**config.mk**
```make
export PLATFORM = sky130hd
export DESIGN_NAME = mem_port_arbiter
export DESIGN_NICKNAME = d
export VERILOG_FILES = /design/src/rtl/cpu_pkg.sv /design/src/rtl/mem_port_arbiter.sv
export SDC_FILE = /design/constraint.sdc
export NUM_CORES = 1
export LEC_CHECK = 0
export ABC_AREA = 1
export CORE_UTILIZATION = 45
export DETAILED_ROUTE_END_ITERATION = 7
export PLACE_DENSITY = 0.85
export SYNTH_ARGS = -nofsm -noshare
export SYNTH_HDL_FRONTEND = slang
export SYNTH_SLANG_ARGS = --single-unit
```
**constraint.sdc**
```tcl
create_clock -name clk_i -period 12.5 [get_ports clk_i]
set_input_delay 1.875 -clock clk_i [delete_from_list [all_inputs] [get_ports clk_i]]
set_output_delay 1.875 -clock clk_i [all_outputs]
set_load 0.05 [all_outputs]
```
**src/rtl/cpu_pkg.sv**
```systemverilog
// rtl/cpu_pkg.sv - shared types and defaults for the memory port arbiter
package cpu_pkg;

  typedef enum logic [1:0] {
    IDLE = 2'd0,
    BUSY = 2'd1,
    RESP = 2'd2
  } state_t;

  localparam logic GNT_IF = 1'b0;
  localparam logic GNT_DM = 1'b1;

  localparam int DEF_ADDR_W     = 32;
  localparam int DEF_DATA_W     = 32;
  localparam int DEF_STARVE_MAX = 4;

  // DM has priority unless IF has already waited through the allowed number of DM grants.
  function automatic logic pick_dm(input logic if_req, input logic dm_req, input logic if_starved);
    return dm_req && !(if_req && if_starved);
  endfunction

endpackage

```
**src/rtl/mem_port_arbiter.sv**
```systemverilog
// rtl/mem_port_arbiter.sv - shares one variable-latency memory port between IF and DM
// One transaction at a time: IDLE grants, BUSY waits for done, RESP pulses the ack.
module mem_port_arbiter
  import cpu_pkg::*;
#(
  parameter int ADDR_W     = DEF_ADDR_W,
  parameter int DATA_W     = DEF_DATA_W,
  parameter int STARVE_MAX = DEF_STARVE_MAX
) (
  input  logic              clk_i,
  input  logic              rst_i,
  input  logic              start_i,
  input  logic              if_req_i,
  input  logic [ADDR_W-1:0] if_addr_i,
  output logic              if_ack_o,
  output logic [DATA_W-1:0] if_rdata_o,
  input  logic              dm_req_i,
  input  logic              dm_we_i,
  input  logic [ADDR_W-1:0] dm_addr_i,
  input  logic [DATA_W-1:0] dm_wdata_i,
  output logic              dm_ack_o,
  output logic [DATA_W-1:0] dm_rdata_o,
  output logic              mem_en_o,
  output logic              mem_we_o,
  output logic [ADDR_W-1:0] mem_addr_o,
  output logic [DATA_W-1:0] mem_wdata_o,
  input  logic [DATA_W-1:0] mem_rdata_i,
  input  logic              mem_done_i,
  output logic              grant_o,
  output logic              busy_o
);

  localparam int CNT_W = $clog2(STARVE_MAX + 1);
  localparam logic [CNT_W-1:0] CNT_MAX = CNT_W'(STARVE_MAX);

  state_t           state;
  logic [CNT_W-1:0] starve_cnt;
  logic             if_starved;
  logic             win_dm;
  logic             any_req;

  always_comb begin
    if_starved = (starve_cnt == CNT_MAX);
    win_dm     = pick_dm(if_req_i, dm_req_i, if_starved);
    any_req    = if_req_i | dm_req_i;
  end

  always_ff @(posedge clk_i or posedge rst_i) begin
    if (rst_i) begin
      state       <= IDLE;
      starve_cnt  <= '0;
      if_ack_o    <= 1'b0;
      dm_ack_o    <= 1'b0;
      if_rdata_o  <= '0;
      dm_rdata_o  <= '0;
      mem_en_o    <= 1'b0;
      mem_we_o    <= 1'b0;
      mem_addr_o  <= '0;
      mem_wdata_o <= '0;
      grant_o     <= GNT_IF;
      busy_o      <= 1'b0;
    end else begin
      case (state)
        IDLE: begin
          if_ack_o <= 1'b0;
          dm_ack_o <= 1'b0;
          if (start_i && any_req) begin
            state    <= BUSY;
            busy_o   <= 1'b1;
            mem_en_o <= 1'b1;
            grant_o  <= win_dm ? GNT_DM : GNT_IF;
            if (win_dm) begin
              mem_addr_o  <= dm_addr_i;
              mem_we_o    <= dm_we_i;
              mem_wdata_o <= dm_wdata_i;
              // Only DM wins that leave IF waiting count toward forcing an IF grant.
              if (!if_req_i)
                starve_cnt <= '0;
              else if (!if_starved)
                starve_cnt <= starve_cnt + 1'b1;
            end else begin
              mem_addr_o <= if_addr_i;
              mem_we_o   <= 1'b0;
              starve_cnt <= '0;
            end
          end
        end
        BUSY: begin
          if (mem_done_i) begin
            state    <= RESP;
            mem_en_o <= 1'b0;
            mem_we_o <= 1'b0;
            if (grant_o == GNT_IF) begin
              if_rdata_o <= mem_rdata_i;
              if_ack_o   <= 1'b1;
            end else begin
              if (!mem_we_o)
                dm_rdata_o <= mem_rdata_i;
              dm_ack_o <= 1'b1;
            end
          end
        end
        RESP: begin
          state    <= IDLE;
          busy_o   <= 1'b0;
          if_ack_o <= 1'b0;
          dm_ack_o <= 1'b0;
        end
        default: begin
          state    <= IDLE;
          busy_o   <= 1'b0;
          mem_en_o <= 1'b0;
          mem_we_o <= 1'b0;
          if_ack_o <= 1'b0;
          dm_ack_o <= 1'b0;
        end
      endcase
    end
  end

endmodule

```
# == After elaboration in Yosys (flattened, before gate mapping) ==
# Cells that the tools add are included.
# Widths: inputs -> output; s select.
# op_classes
n_addsub,1
n_eq_ne,8
mux,21
bitwise_logic,5
n_reduce_logical,15
# op_table
cell,count
$mux 32,1
$reduce_and 3->1,4
$mux 1,11
$reduce_and 2->1,5
$mux 3,3
$ne 2x2->1 const B,4
$pmux 1 s3,2
$mux 2,2
$not 1->1,4
$pmux 2 s2,1
$reduce_and 4->1,1
$add 3x1->3 const B,1
$eq 3x3->1 const B,1
$logic_and 1x1->1,3
$ne 3x3->1 const B,1
$eq 2x1->1 const B,1
$eq 2x2->1 const B,1
$logic_not 2->1,1
$pmux 1 s2,1
$logic_not 1->1,1
$or 1x1->1,1
# word_totals
regBits,139
in_bits,135
wordCells,62

# == Depth between registers and ports, before layout ==
# logic_depth
depth_word,7
depth_mapped,9
depth_no_buf,8

# == Worst setup path before layout ==
# Ideal clock, no wire load.
# synth_path
kind,input to register
startpoint,input dm_req_i
endpoint,register mem_wdata_o[17]
setup_ns,0.066
t_arrival_ns,2.706
t_required_ns,12.434
slack_ns,9.728
stages,7
n_path_buf,3
path_cell_list,buf_2 > nor2_1 > nor2_2 > buf_4 > buf_2 > nand3_1 > nand2_1
# synth_via
elab_chain_len,3
elab_cells_between_ends,4
classes_between,bitwise: 1; reduce/logical: 3
# synth_lines
element,line_no,source
start: declaration,mem_port_arbiter.sv:17,"input logic dm_req_i,"
$or 1x1->1,mem_port_arbiter.sv:45,any_req = if_req_i | dm_req_i;
$logic_and 1x1->1,mem_port_arbiter.sv:67,if (start_i && any_req) begin
$reduce_and 3->1 (no source line) *,--,
end signal: assignment,mem_port_arbiter.sv:75,mem_wdata_o <= dm_wdata_i;
end: declaration,mem_port_arbiter.sv:26,"output logic [DATA_W-1:0] mem_wdata_o,"
# Every way passes the cells marked *; elsewhere a longest branch is shown, timed or not.
# A chain may end at the register's enable or synchronous reset.

# == Final worst setup path ==
# layout_path
startpoint,input if_req_i
endpoint,register grant_o
# layout_via
elab_chain_len,4
elab_cells_between_ends,7
classes_between,mux: 1; bitwise: 1; reduce/logical: 5
# layout_lines
element,line_no,source
start: declaration,mem_port_arbiter.sv:13,"input logic if_req_i,"
$logic_and 1x1->1,cpu_pkg.sv:19,return dm_req && !(if_req && if_starved);
$logic_not 1->1,cpu_pkg.sv:19,
$logic_and 1x1->1,cpu_pkg.sv:19,
$mux 1,mem_port_arbiter.sv:71,grant_o <= win_dm ? GNT_DM : GNT_IF;
end signal: assignment,mem_port_arbiter.sv:71,
end: declaration,mem_port_arbiter.sv:29,"output logic grant_o,"
# Parallel ways exist; a longest one is shown, timed or not.

==> reports/results.txt <==
Setup total negative slack on the finished layout was measured at 0 ns. After detailed placement, the total cell area comes to 8830 um^2. The number of antenna violations at the first check in global routing was 0; the number of optimization iterations in the first detailed-route pass was 8. After Yosys synthesis, XOR and XNOR cells account for 0.144% of the synthesized area.

The register-to-register setup slack is 9.24 ns. The share of the Yosys chip area taken by registers is 57.3%. The shortest clock period the worst path allows after layout was 4.61 ns. The cell class contributing the biggest share of worst-path delay was simple AND/OR/NAND/NOR gates.

Derived from the worst setup path, the maximum achievable clock frequency is 217 MHz. The number of post-CTS setup repair buffers is 0, and the clock-pin transition on the worst setup and hold timing paths is 0.06 ns. The required time of the worst setup path was 12.76 ns; the sum of routed wire length over all layers was 16,800 um. Counting distinct cell types in the post-synthesis netlist gives 22. The multiplexer fraction of the synthesized cell area works out to 0%.

The run gives 4.88 ns as the data arrival time of the worst path. The final max-slew violation count was 0; the switching power total was 1.21 mW. The number of warnings reported in the yosys synthesis log came out at 0. The placer congestion estimate is 0.795, and the portion of total power attributed to the clock network is 20.9%.

The run gives 269 as the total I/O pin count. In the routed layout, each cell is associated on average with a via count of 4.93. The mapped cell area came out at 6070 um^2.

Of the total power, combinational logic draws 50.7%. The total CTS buffers was 17. The tools report the worst hold path startpoint as if_rdata_o[29]$_DFFE_PP0P_. The run gives 4.72 nW as the leakage power total.

Traced cell by cell, the critical path runs through clkdlybuf4s50_1, nand3_2, nand2_2, inv_2, nand2_2, o21ai_0. The count of endpoints failing setup in the final report was 0. The total of hold buffers inserted after clock tree synthesis is 0. In this run, the number of DRC markers left after iteration 0 of detailed routing was 506.

The first global-routing pass estimated 27,800 um of wire. The run gives 9470 um^2 as the post-layout instance area. The min-delay analysis places its worst path in the category reg -> reg. The per-instance average area after synthesis came out at 8.13 um^2. The tree built by TritonCTS fans out to 139 sinks. Counting every instance in the synthesized netlist gives 746. The run gives 13,200 um^2 as the core box area. The run finished with clean final reports.

By area, the combinational part of the netlist is dominated by simple AND/OR/NAND/NOR gates. Areal power density over the cells: 276 nW/um^2. Global routing used 6.44% of the available met3 tracks. The number of gates resized after CTS was 0. TritonCTS built the clock tree. The number of nets in the synthesized netlist is 883.

Together, buffers and inverters on the worst path number 2. The tools report the root cell of the clock tree as clkbuf_16. The number of antenna diodes in the final layout is 0. The number of hold violations in the final report is 0. The critical path starts at if_req_i.

After synthesis, the cell types taking the most area are dfrtp_1 (57%), nand2_1 (17%), nand3_1 (11%). The launching element type of the critical path was an input port. IR analysis of the VDD net gives a maximum drop of 0.000131 V. The complex-gate fraction of the synthesized area works out to 3.05%. Among the stages of the critical path, the cell type that occurs most often is nand2_2. After legalization and detailed placement, the total HPWL measured 11,600 um. The element type at the critical path end is a flop. Sequential cells account for 28.3% of the total power. For this run, the slowest stage of the critical path takes 0.75 ns. The commonest cells after synthesis are nand2_1 (276), dfrtp_1 (139), nand3_1 (131).

The number of buffers added on ports was 268; the global routing met2 resource utilization was 41.3%. Most used flip-flop cell after synthesis: dfrtp_1. The count of antenna-violating nets left after detailed routing was 0; the pin count of the biggest net entering global routing was 77.

Maximum count of clock buffers along a single path: 2. The tools report the final routed DRC violation total as 0. The total vias in the final route came out at 5,838.

Dividing the detail-routed wire length by the instance count gives 14.2 um. dfrtp_1 takes more of the synthesized area than any other cell. Once the floorplan was initialized, standard cells occupied 46.0% of the core.

Cell internal power was estimated by the tool at 1.41 mW. The total die area is 14,000 um^2. Of the post-synthesis cell area, the dominant cell type holds 57.3%. Met1 track demand over resource: 32.4%.

The via count of the first global-routing pass was 5,656; the flip-flop and latch count after synthesis was 139. Max-cap violations in this run came to 0. The synthesized netlist devotes 0.412% of its cell area to adder and majority cells. In the global route stage, overall resource usage came out at 25.4%. After Yosys synthesis, and, or, nand and nor cells account for 29.1% of the synthesized area. Of all nets on the critical path, the largest fanout is 34. Yosys instantiated no cell more often than nand2_1.

The slowest stage of the critical path belongs to the cell nand2_2. In this run the tightest slew margin relative to its limit is 30.9%. Measured along the x axis, the die boundary spans 118 um.

In the final layout, the share of cells above drive strength 1 is 4.56%. Slew at the pin closest to its max-slew limit: 1.03 ns. The layer flagged by global routing as most heavily used is met2.

Setup repair after global routing left no endpoint under its margin. Of all flip-flops after synthesis, the portion carrying an async set or reset was 100%. The signed area change from the synthesized netlist to the final layout was 56.0%. Across the routed clock network, the largest skew measured is 0.0253 ns. The tools report the leftover overflow at the end of global routing as 0.

Critical setup path kind: in -> reg. The number of synthesized flops with an enable pin was 0; the overall die height was 118 um. The floorplan has 42 rows.

The worst path uses 36.9% of the clock period. The H-tree generated during clock tree synthesis spans 4 levels. The startpoint identified for the worst register-to-register timing path is starve_cnt[0]$_DFFE_PP0P_. The switching power share of the total works out to 46.2%. The clock reaches the later pin of the worst-skew pair after 0.42 ns. For this run, the post-layout net count is 1,135.
[worst paths after layout]
path                       cells after the start                          end
max in group asynchronous                      3    dm_rdata_o[7]$_DFFE_PP0P_
hold reg to reg                                2   if_rdata_o[29]$_DFFE_PP0P_
hold / removal                                 2   if_rdata_o[29]$_DFFE_PP0P_
setup reg to reg                               7          grant_o$_DFFE_PP0P_
min in group asynchronous                      2  mem_wdata_o[15]$_DFFE_PP0P_
setup / recovery                               6          grant_o$_DFFE_PP0P_
[area by class of cell]
class	count	area [um^2]
fillers	996	3720
flip-flops and latches	139	3480
repair buffers	275	2740
multi-input cells	459	1990
clock buffers	17	425
inverters	106	403
well taps	176	220
clock inverters	13	215
[power by group through the flow]
| stage | Combinational, mW | Clock (mW) | Sequential [mW] |
|---|---|---|---|
| after floorplan | 0.207 | 0 | 1.37 |
| final | 1.33 | 0.547 | 0.741 |
| after detailed placement | 1.33 | 0 | 0.741 |
| after global placement | 1.31 | 0 | 0.739 |
| after global routing | 1.39 | 0.579 | 0.764 |
| after CTS | 1.33 | 0.555 | 0.740 |
[cell usage in the layout, fill, tap and decap left out, types with 3 or more instances in the layout]
master / n
buf_4: 7
bufinv_16: 5
clkbuf_16: 17
clkdlybuf4s50_1: 268
clkinv_4: 3
dfrtp_1: 139
inv_1: 102
inv_6: 3
nand2_1: 276
nand3_1: 131
nor2_1: 5
o21ai_0: 34
[sequential cells by signal, summed over array words and instances (netlist names), 2 cells and up]
signal / flops
mem_wdata_o: 32
mem_addr_o: 32
if_rdata_o: 32
state: 2
starve_cnt: 3
dm_rdata_o: 32
[tightest hold or removal path, delay by kind of cell (launching register included)]
kind             cells  cell delay, ns
flip-flops           1            0.34
AND/OR/NAND/NOR      2            0.09
[kinds of logic after synthesis]
logic type	after synthesis
compound gates	37
xor+xnor	1
fa+ha+maj	2
buf+inv	148
flops	139
simple gates	419
[layer usage]
metal,wire [um],vias to the layer above
met1,6950,2728
met4,394,0
met5,0,-
li1,-,2799
met3,1400,28
met2,8110,283
[through the flow]
step                      hold slack, ns  cells  setup slack [ns]  power (mW)  util, %
final                              0.468   1185              7.89        2.61     71.8
after floorplan                    0.478    746              6.90        1.58        -
after CTS                          0.472   1185              7.85        2.63     71.8
after global routing               0.487   1185              7.52        2.73     71.8
after detailed placement           0.457   1155              7.43        2.07     66.9
after global placement             0.453   1155              7.49        2.05     66.9
Note: power is estimated with default switching activity, not from simulation.
==> RTL change (config.mk and constraints unchanged) <==
`DEF_ADDR_W`: 32 -> 64.
--- a/src/rtl/cpu_pkg.sv
+++ b/src/rtl/cpu_pkg.sv
@@ -10,7 +10,7 @@
   localparam logic GNT_IF = 1'b0;
   localparam logic GNT_DM = 1'b1;
 
-  localparam int DEF_ADDR_W     = 32;
+  localparam int DEF_ADDR_W     = 64;
   localparam int DEF_DATA_W     = 32;
   localparam int DEF_STARVE_MAX = 4;
 
Ports: changed (resized dm_addr_i, if_addr_i and mem_addr_o); port bits go from 269 to 365. The function was not compared with the original's and may differ.
==> RTL change against the unedited design <==
  * Hold slack improved by 0.0046 ns
  * Fmax rose by 17%
  * Sequential cell count rose by 32
  * Global-route usage rose by 2.3 points
  * Via count rose by 35%
  * Total power rose by 21%
  * Synthesized cell count rose by 37%
  * Final area rose by 29%
  * Utilization rose by 1.1 points
  * Routed wire length rose by 47%
  * Area after synthesis rose by 30%
  * Setup slack improved by 0.66 ns
  * Critical path type unchanged
  * Largest power group unchanged
==> RTL change: results (changes against the unedited design) <==
| Metric | Value |
|---|---|
| Status | `finished, final reports clean (unchanged)` |
| CP max-delay cell | `nand2_1 (was nand2_2)` |
| Largest net degree at the start of global routing | `98 (was 77)` |
| Slowest stage delay, CP | `0.78 ns (was 0.75 ns)` |
| Layout Skew | `0.0141 ns (was 0.0253 ns)` |
| Synth Instances | `1019 (was 746)` |
| Via count | `7881 (was 5838)` |
| Drt total wl | `24800 µm (was 16800 µm)` |
| Pleak | `6.25 nW (was 4.72 nW)` |
| Synth top cells by count | `nand2_1 (374), nand3_1 (196), dfrtp_1 (171) (was nand2_1 (276), dfrtp_1 (139), nand3_1 (131))` |
| Vias in the first global route | `7638 (was 5656)` |
| Worst Max-Slew Pin Slew | `1.22 ns (was 1.03 ns)` |
| Antenna violations before repair | `1 (was 0)` |
| Number of distinct library cells after synthesis | `22 (unchanged)` |
| Dpl hpwl | `17200 µm (was 11600 µm)` |
| Register area share after synthesis | `0.544 (was 0.573)` |
| Number of port buffers | `364 (was 268)` |
| Worst-case reg-to-reg path depth | `4 (was 7)` |
| Fin Hold WS | `0.472 ns (was 0.468 ns)` |
| Fraction of registers with async set/reset | `1.00 (unchanged)` |
| Worst VDD drop | `0.183 mV (was 0.131 mV)` |
| Worst reg2reg setup slack | `9.46 ns (was 9.24 ns)` |
| Routed length per instance | `15.7 µm (was 14.2 µm)` |
| HP Start | `if_rdata_o[20] (was if_rdata_o[29])` |
| Net Count, Synth | `1220 (was 883)` |
| H-tree depth | `4 (unchanged)` |
| Worst slack, placed | `8.14 ns (was 7.43 ns)` |
| Layout cells sized above 1 | `0.0360 (was 0.0456)` |
| Placed cell count | `1552 (was 1155)` |
| Crit path max fanout | `68 (was 34)` |
| RePlAce Congestion | `0.817 (was 0.795)` |
| DRT iter0 DRCs | `488 (was 506)` |
| Hold Path Stages | `2 (unchanged)` |
| Fillcell total | `1279 (was 996)` |
| Top cells by area, synth | `dfrtp_1 (54%), nand2_1 (18%), nand3_1 (12%), inv_1 (8.0%), o21ai_0 (2.2%) (was dfrtp_1 (57%), nand2_1 (17%), nand3_1 (11%), inv_1 (6.4%), o21ai_0 (2.8%))` |
| Critical R2R Capture | `if_rdata_o[11] (was grant_o)` |
| 1st-pass router iterations | `5 (was 8)` |
| Endpoint, Worst Hold | `if_rdata_o[20] (was if_rdata_o[29])` |
| Critical Path AT | `4.26 ns (was 4.88 ns)` |
| First-pass GRT wire length | `38600 µm (was 27800 µm)` |
| GRT Total Usage | `0.276 (was 0.254)` |
| Reg2reg start | `grant_o (was starve_cnt[0])` |
-- RTL change: changes by cell type in the layout (fill, tap and decap cells not counted), sizes merged, moves of 2 or more --
cell,unedited run,this run
clkdlybuf4s50,268,363
inv,108,175
buf,7,9
nand2,278,374
dfrtp,139,171
clkinv,6,2
nand3,132,196
-- RTL change: through the flow --
step | instance area, µm² | total power [mW]
finish | 12300 | 3.15
global placement | 11600 | 2.52
CTS | 12300 | 3.17
detailed placement | 11600 | 2.55
floorplan | 7870 | 1.92
global route | 12300 | 3.28
-- RTL change: cell type report --
type                       count  area [µm²]  area share
sequential                   171        4280       0.349
timing repair buffer         372        3700       0.302
multi-input combinational    619        2680       0.218
inverter                     170         643      0.0525
clock buffer                  17         425      0.0347
tap                          220         275      0.0225
clock inverter                14         254      0.0207
antenna                        1        2.50    0.000204
-- RTL change: worst max-delay path, delay by kind of cell --
family / cells / cell delay, ns
AND/OR/NAND/NOR: 4 / 1.25
buffers and inverters: 3 / 1.08
-- RTL change: report_power, final --
| group | switching [mW] | internal [mW] | leakage (nW) | total [mW] |
|---|---|---|---|---|
| Sequential | 0.131 | 0.773 | 2.11 | 0.904 |
| Combinational | 1.12 | 0.517 | 3.82 | 1.64 |
| Clock | 0.232 | 0.380 | 0.329 | 0.611 |
-- RTL change: kinds of logic after synthesis --
kind of cell | count (synthesis) | share of synthesized area
DFF | 171 | 0.544
adders and majority gates | 2 | 0.00318
and+or+nand+nor | 579 | 0.311
buffers and inverters | 229 | 0.118
AOI/OAI and AO/OA | 37 | 0.0235
xor gates and xnor gates | 1 | 0.00111
-- RTL change: layer usage --
metal  wire length, µm  vias to the layer above  global-route usage
li1                  -                     3763                   -
met1              9150                     3687               0.311
met2             12400                      364               0.475
met3              2220                       67              0.0873
met4              1090                        0               0.134
met5                 0                        -                   0
-- RTL change: how the worst max path moves through the flow --
stage / start / to / slack (ns) / depth (start not counted)
after floorplan: rst_i / busy_o / 5.99 / 1
after global placement: dm_req_i / mem_wdata_o[25] / 8.23 / 7
after detailed placement: dm_req_i / mem_wdata_o[12] / 8.14 / 7
after CTS: dm_req_i / mem_wdata_o[10] / 8.57 / 7
after global routing: dm_req_i / mem_wdata_o[10] / 8.34 / 7
final: dm_req_i / mem_wdata_o[10] / 8.54 / 7
